$ cat config.mk
export PLATFORM = sky130hd
export DESIGN_NAME = sa_autosa_cdp_dp_mul_shift_sat
export DESIGN_NICKNAME = d
export VERILOG_FILES = /design/src/rtl/sa_autosa_cdp_dp_mul_shift_sat.sv
export SDC_FILE = /design/constraint.sdc
export NUM_CORES = 1
export LEC_CHECK = 0
export CAP_MARGIN = 0
export CORE_AREA = 2 2 117 119
export DETAILED_ROUTE_END_ITERATION = 12
export DIE_AREA = 0 0 119 121
export PLACE_DENSITY_LB_ADDON = 0.1
export SETUP_SLACK_MARGIN = 0.15
export SLEW_MARGIN = 20
export SYNTH_ARGS = -nofsm -noshare
export SYNTH_HDL_FRONTEND = slang
export SYNTH_SLANG_ARGS = --single-unit
$ cat constraint.sdc
create_clock -name autosa_core_clk -period 4.8 [get_ports autosa_core_clk]
set_input_delay 0.96 -clock autosa_core_clk [delete_from_list [all_inputs] [get_ports autosa_core_clk]]
set_output_delay 0.96 -clock autosa_core_clk [all_outputs]
set_load 0.005 [all_outputs]
$ cat src/rtl/sa_autosa_cdp_dp_mul_shift_sat.sv
// CDP multiplier output converter: arithmetic right shift with round-half-away,
// signed saturation, 2-stage back-pressurable pipeline and a sticky clip counter.
module sa_autosa_cdp_dp_mul_shift_sat #(
  parameter int pIN_BW    = 25,
  parameter int pOUT_BW   = 8,
  parameter int pSHIFT_BW = 5
) (
  input  logic                 autosa_core_clk,
  input  logic                 autosa_core_rstn,
  input  logic                 mul_unit_vld,
  output logic                 mul_unit_rdy,
  input  logic [pIN_BW-1:0]    mul_unit_pd,
  input  logic [pSHIFT_BW-1:0] cfg_shift,
  output logic                 cvt_out_vld,
  input  logic                 cvt_out_rdy,
  output logic [pOUT_BW-1:0]   cvt_out_pd,
  output logic                 cvt_out_sat,
  input  logic                 sat_cnt_clr,
  output logic [31:0]          sat_cnt
);

  // One extra bit so the rounding increment can never wrap.
  localparam int RW = pIN_BW + 1;
  localparam logic signed [RW-1:0] OMAX = RW'((1 << (pOUT_BW - 1)) - 1);
  localparam logic signed [RW-1:0] OMIN = -OMAX - RW'(1);

  logic [2:1]               vld_pipe_q;
  logic signed [RW-1:0]     r_d, r_q;
  logic [pOUT_BW-1:0]       pd_d, pd_q;
  logic                     sat_d, sat_q;
  logic [31:0]              cnt_d, cnt_q;
  logic                     s1_adv, s2_adv, s2_load;

  logic signed [RW-1:0]     x_ext, f;
  logic [31:0]              s32;
  logic [pSHIFT_BW-1:0]     sm1;
  logic [pIN_BW-1:0]        mask;
  logic                     g, t, rnd;

  assign s2_adv       = ~vld_pipe_q[2] | cvt_out_rdy;
  assign s1_adv       = ~vld_pipe_q[1] | s2_adv;
  assign s2_load      = s2_adv & vld_pipe_q[1];
  assign mul_unit_rdy = s1_adv;

  // Stage 1: floor shift, then +1 on guard bit (ties go up for x>=0, need sticky for x<0).
  always_comb begin
    x_ext = RW'($signed(mul_unit_pd));
    s32   = 32'(cfg_shift);
    sm1   = cfg_shift - 1'b1;
    f     = x_ext >>> cfg_shift;
    g     = 1'b0;
    mask  = '0;
    t     = 1'b0;
    rnd   = 1'b0;
    r_d   = x_ext;
    if (s32 >= 32'(pIN_BW)) begin
      r_d = '0;
    end else if (s32 != 32'd0) begin
      g    = mul_unit_pd[sm1];
      mask = (pIN_BW'(1) << sm1) - pIN_BW'(1);
      t    = |(mul_unit_pd & mask);
      rnd  = g & (~mul_unit_pd[pIN_BW-1] | t);
      r_d  = f + $signed({{(RW-1){1'b0}}, rnd});
    end
  end

  // Stage 2: clamp to the signed output range.
  always_comb begin
    pd_d  = r_q[pOUT_BW-1:0];
    sat_d = 1'b0;
    if (r_q > OMAX) begin
      pd_d  = OMAX[pOUT_BW-1:0];
      sat_d = 1'b1;
    end else if (r_q < OMIN) begin
      pd_d  = OMIN[pOUT_BW-1:0];
      sat_d = 1'b1;
    end
  end

  // A clear coinciding with a clip event keeps that event.
  always_comb begin
    cnt_d = cnt_q;
    if (sat_cnt_clr)
      cnt_d = (s2_load & sat_d) ? 32'd1 : 32'd0;
    else if (s2_load & sat_d & (cnt_q != 32'hFFFF_FFFF))
      cnt_d = cnt_q + 32'd1;
  end

  always_ff @(posedge autosa_core_clk or negedge autosa_core_rstn) begin
    if (!autosa_core_rstn) begin
      vld_pipe_q <= '0;
      r_q        <= '0;
      pd_q       <= '0;
      sat_q      <= 1'b0;
      cnt_q      <= '0;
    end else begin
      cnt_q <= cnt_d;
      if (s1_adv) begin
        vld_pipe_q[1] <= mul_unit_vld;
        if (mul_unit_vld) r_q <= r_d;
      end
      if (s2_adv) begin
        vld_pipe_q[2] <= vld_pipe_q[1];
        if (vld_pipe_q[1]) begin
          pd_q  <= pd_d;
          sat_q <= sat_d;
        end
      end
    end
  end

  assign cvt_out_vld = vld_pipe_q[2];
  assign cvt_out_pd  = pd_q;
  assign cvt_out_sat = sat_q;
  assign sat_cnt     = cnt_q;

endmodule

# Word level (Yosys, flattened, before mapping)

Index checks and enable logic that the tools add are counted.

Input port bits: 35
Word-level logic and storage cells: 44
Register bits after elaboration: 69
Output and inout bits: 43

Muxes and demuxes: 11
Equal/unequal tests: 1
Shifts and indexed selects: 2
Add/subtract/negate cells: 4
Bitwise logic cells: 11
Reductions and logical operators: 5
Magnitude comparators: 4

Operators with widths:

| cell                    | number |
|---|---|
| $mux W32                | 2 |
| $mux W26                | 2 |
| $add A32 B1 Y32 const B | 1 |
| $ne A32 B32 Y1 const B  | 1 |
| $add A26 B2 Y26         | 1 |
| $gt A26 B8 Y1 const B   | 1 |
| $lt A26 B8 Y1 const B   | 1 |
| $sshr A25 B5 Y26        | 1 |
| $and A25 B25 Y25        | 1 |
| $reduce_or A25 Y1       | 1 |
| $shl A1 B5 Y25 const A  | 1 |
| $sub A25 B2 Y25 const B | 1 |
| $mux W8                 | 2 |
| $lt A5 B6 Y1 const B    | 1 |
| $bmux W1 S5             | 1 |
| $ge A5 B5 Y1 const B    | 1 |
| $reduce_bool A5 Y1      | 1 |
| $sub A5 B1 Y5 const B   | 1 |
| $and A1 B1 Y1           | 4 |
| $mux W1                 | 4 |
| $reduce_and A2 Y1       | 2 |
| $not A1 Y1              | 3 |
| $or A1 B1 Y1            | 3 |
| $reduce_bool A2 Y1      | 1 |

# Logic depth before layout (Yosys ltp)

Word-level depth: 10
Gate-level depth with buffers: 26

# Least setup slack after synthesis

Ideal clock, no wire load.

Path kind: input to register
From: input port cfg_shift[1]
To: register r_q[24]
Path slack: -0.892 ns
Arrival time: 5.561 ns
Library setup time: 0.131 ns
Stages on the path: 25
Cells stage by stage: buf_4 -> buf_8 -> buf_6 -> inv_1 -> ha_1 -> clkbuf_1 -> xnor2_1 -> clkbuf_1 -> nand3_1 -> ha_1 -> nand2b_1 -> o311ai_0 -> a221oi_1 -> nand4b_1 -> a2111o_1 -> nor4_1 -> nand4_1 -> o31a_1 -> ha_1 -> ha_1 -> o31ai_1 -> nor2_1 -> nand2_1 -> nor4_1 -> or3_1

Word-level cells in the longest chain between the ends: 10
Elaborated cells on any way between the ends: 15

RTL lines:

| item                 | RTL line | source |
|---|---|---|
| start, declared      | 13       | `input logic [pSHIFT_BW-1:0] cfg_shift,` |
| $sub A5 B1 Y5        | 49       | `sm1 = cfg_shift - 1'b1;` |
| $shl A1 B5 Y25       | 60       | `mask = (pIN_BW'(1) << sm1) - pIN_BW'(1);` |
| $sub A25 B2 Y25      | 60       |  |
| $and A25 B25 Y25     | 61       | `t = \|(mul_unit_pd & mask);` |
| $reduce_or A25 Y1    | 61       |  |
| $or A1 B1 Y1         | 62       | `rnd = g & (~mul_unit_pd[pIN_BW-1] \| t);` |
| $and A1 B1 Y1        | 62       |  |
| $add A26 B2 Y26      | 63       | `r_d = f + $signed({{(RW-1){1'b0}}, rnd});` |
| $mux W26             | 58       | `end else if (s32 != 32'd0) begin` |
| $mux W26 *           | 56       | `if (s32 >= 32'(pIN_BW)) begin` |
| end signal, assigned | 100      | `if (mul_unit_vld) r_q <= r_d;` |
| end, declared        | 28       | `logic signed [RW-1:0] r_d, r_q;` |

Every way passes the cells marked *; elsewhere a longest branch is shown, timed or not. The select of a mux whose other input is x is not followed.
A chain may end at the register's enable or synchronous reset.

# Worst setup path in the final report

From: input port cfg_shift[0]
To: register r_q[17]

Same word-level chain as after synthesis.

==> results by group <==
Yosys
  – Mean Syn Cell Area: 8.41 µm²
  – Synth top cells by count: nand2_1 (84), nor2_1 (70), dfrtp_1 (69)
  – Net Count, Synth: 885
  – Mux contribution to synthesized area: 0.153
  – Area share of fa/ha/maj cells after synthesis: 0.0159
  – Largest family of logic cells by synthesized area: simple AND/OR/NAND/NOR gates
  – XOR/XNOR Fraction of Synth Area: 0.0557
  – EDFF count, synth: 0
  – Cell taking the most area after synthesis: dfrtp_1
  – Simple-gate share of the synthesized area: 0.252
  – Warnings from Yosys: 0
  – Asr flop ratio synth: 1.00
  – Area fraction in compound gates after synthesis: 0.226
  – Mapped Area: 7070 µm²
  – Most common cell in the netlist: nand2_1
  – Top cell type's share of synthesized area: 0.244
  – Register bit total from synthesis: 69
  – Synth Flop Type: dfrtp_1
  – Cells after Synth: 841
  – Post-synthesis cell type count: 88
  – Largest cells by area after synthesis: dfrtp_1 (24%), mux2i_1 (5.2%), mux4_2 (5.1%)
  – Sequential share of the synthesized area: 0.244

Global route
  – Largest net degree at the start of global routing: 45
  – GR Util All Layers: 0.380
  – First-pass GRT wire length: 42500 µm
  – Vias in the first global route: 7681
  – Initial antenna violation count: 0
  – Total gr overflow: 0

Critical path
  – Reg2reg end: sat_cnt[30]$_DFFE_PN0P_
  – Worst Setup Start Kind: input pin
  – Critical-path cell list: buf_8, buf_4, buf_4, o31a_1, a32o_1, buf_4, nor2_4, buf_12, o221ai_2, xnor2_1, a221oi_1, o2111ai_1, o31a_1, ha_2, and4_4, a31oi_4, a211oi_4, a31oi_1, o21ai_1, a32oi_1
  – Crit path max-delay cell type: o31a_1
  – Crit path max fanout: 12
  – Worst path most repeated cell: buf_4
  – Critical Path RT: 5.04 ns
  – Critical Setup Path Class: input pin to flip-flop
  – Crit-path max cell delay: 0.35 ns
  – CP Capture Type: flip-flop
  – Reg2reg path depth: 9
  – RR Startpoint: r_q[7]$_DFFE_PN0P_
  – Reg-to-reg slack, setup: 2.07 ns
  – Critical path arrival: 4.83 ns

Routing
  – Number of DRC markers in iteration 0: 1226
  – Routed len/inst: 23.5 µm
  – Routed vias: 8119
  – Via density: 6.89
  – Final WL: 27700 µm
  – # DRC: 0
  – Antenna Nets Post-Route: 0
  – TritonRoute pass-1 iters: 7

Placed design
  – Placed Cells: 1156
  – Gpl congestion: 1.04
  – Detailed Place HPWL: 20500 µm
  – Cell Area, Placed: 8780 µm²
  – Port bufs: 77

Flow run
  – Max-Cap Viols: 0

STA
  – Final Max Slew Viols: 0
  – Achievable frequency: 218 MHz
  – Max_slew headroom: 0.546
  – Setup TNS: 0 ns
  – Fin crit share: 0.957
  – Unrepaired setup endpoints after global routing: yes
  – Tmin final: 4.59 ns
  – Hold Vio Cnt, Final: 0
  – Endpoints failing setup: 0
  – Final Skew: 0.00789 ns
  – Slew @ Worst Pin: 0.681 ns

Power
  – VDD IR-drop max: 0.141 mV
  – Leakage Power: 3.74 nW
  – Pwr Total: 2.16 mW
  – Total power per unit cell area: 231 nW/µm²

Layout
  – Post-route cell area: 9380 µm²
  – Area Overhead vs Synth: 32.6%
  – Post-Route Utilization: 0.717
  – Final net count: 1040
  – Layout cells sized above 1: 0.248
  – Non-filler instance count after layout: 1178

Min path
  – Hold path cells: 2
  – Worst hold path startpoint: cvt_out_pd[6]$_DFFE_PN0P_
  – Min-delay worst type: flip-flop to flip-flop
  – Hold path endpoint: cvt_out_pd[6]$_DFFE_PN0P_

Floorplanning
  – Width of the die: 119 µm
  – Die Ht: 121 µm
  – Initial core utilization: 0.541
  – Core Footprint: 13100 µm²
  – # rows: 42
  – I/O pins: 78
  – Die ar.: 14400 µm²

Clocking
  – # clock sinks: 69
  – H-tree levels: 3
  – Clock root cell: clkbuf_16
  – Worst-Skew Late Latency: 0.33 ns
  – Clock transition at path regs: 0.06 ns
  – CTS buffer count: 9
  – CTS max path bufs: 2
  – CTS tree: yes

Run status
  – Status: completed
==> through the flow <==
stage               setup WS [ns]  hold WS (ns)
finish                      0.208         0.486
global route               0.0392         0.506
CTS                         0.138         0.488
detailed placement         -0.653         0.469
global placement           -0.515         0.458
floorplan                  -0.367         0.445
==> layout by cell type, fill, tap and decap left out, types with 9 or more instances in the layout <==
master,Yosys,routed
nor3_1,20,16
clkbuf_16,0,9
dfrtp_1,69,69
nor4_1,12,10
o21ai_0,62,54
xnor2_1,20,19
nand2_1,84,83
mux4_1,10,10
or3_1,16,15
nand3_1,32,29
inv_1,10,9
xor2_1,25,25
a21oi_1,33,29
nand4_1,24,24
o21a_1,10,10
o21ai_1,3,10
a22oi_1,23,23
clkdlybuf4s50_1,0,71
nor2_1,70,68
mux4_2,16,16
and3_1,13,12
nand2b_1,14,13
buf_4,3,122
mux2i_1,37,37
==> worst max-delay path: cells and delay by family <==
kind                       cells  cell delay, ns
and+or+nand+nor                2            0.27
adders and majority gates      1            0.23
buffers and inverters          5            0.76
xor gates and xnor gates       1            0.16
AOI/OAI and AO/OA             11            2.42
==> state kept, by name, indices dropped and copies added, names as in the netlist <==
signal / cells
r_q: 26
cvt_out_sat: 1
sat_cnt: 32
cvt_out_pd: 8
vld_pipe_q: 2
==> metal layers <==
layer | track usage | up-vias | share of wire
met4 | 0.223 | 0 | 0.068
li1 | - | 3523 | -
met5 | 0 | - | 0
met2 | 0.587 | 586 | 0.44
met3 | 0.0898 | 154 | 0.11
met1 | 0.487 | 3856 | 0.38
==> logic make-up (layout without fill, tap and decap cells) <==
family                   Yosys count  in the layout
adder cells (fa/ha/maj)            9              9
flip-flops                        69             69
AO/OA/AOI/OAI                    231            231
other                              0              1
AND/OR/NAND/NOR                  341            341
buffers and inverters             75            235
XOR/XNOR                          45             45
multiplexers                      71             71
==> power by group <==
| group | total (mW) | switching (mW) | internal [mW] | leakage [nW] |
|---|---|---|---|---|
| clock | 0.625 | 0.248 | 0.377 | 0.141 |
| combinational | 0.835 | 0.457 | 0.378 | 2.69 |
| sequential | 0.702 | 0.0561 | 0.646 | 0.902 |
==> repair_timing <==
action	in CTS	in global routing
setup endpoints to repair	25	24
cloned	0	0
gates resized for setup	29	34
buffers inserted	4	1
pin swaps	17	11
hold buffers	0	0
==> cell type report <==
type                    count  area [µm²]
diodes                      1        2.50
clock buffers              11         253
clock inverters             5        35.0
fillers                   983        3700
inverters                  11        48.8
multi-input cells         697        5280
flip-flops and latches     69        1730
well taps                 176         220
repair buffers            208        1810
==> worst max-delay path by stage <==
stage	start	to	cells past startpoint
after floorplan	cfg_shift[1]	r_q[21]$_DFFE_PN0P_	26
after global placement	cfg_shift[4]	r_q[21]$_DFFE_PN0P_	21
after detailed placement	cfg_shift[4]	r_q[21]$_DFFE_PN0P_	21
after CTS	cfg_shift[1]	r_q[21]$_DFFE_PN0P_	23
after global routing	cfg_shift[0]	r_q[23]$_DFFE_PN0P_	23
final	cfg_shift[0]	r_q[17]$_DFFE_PN0P_	20
(Power assumes the default switching activity.)
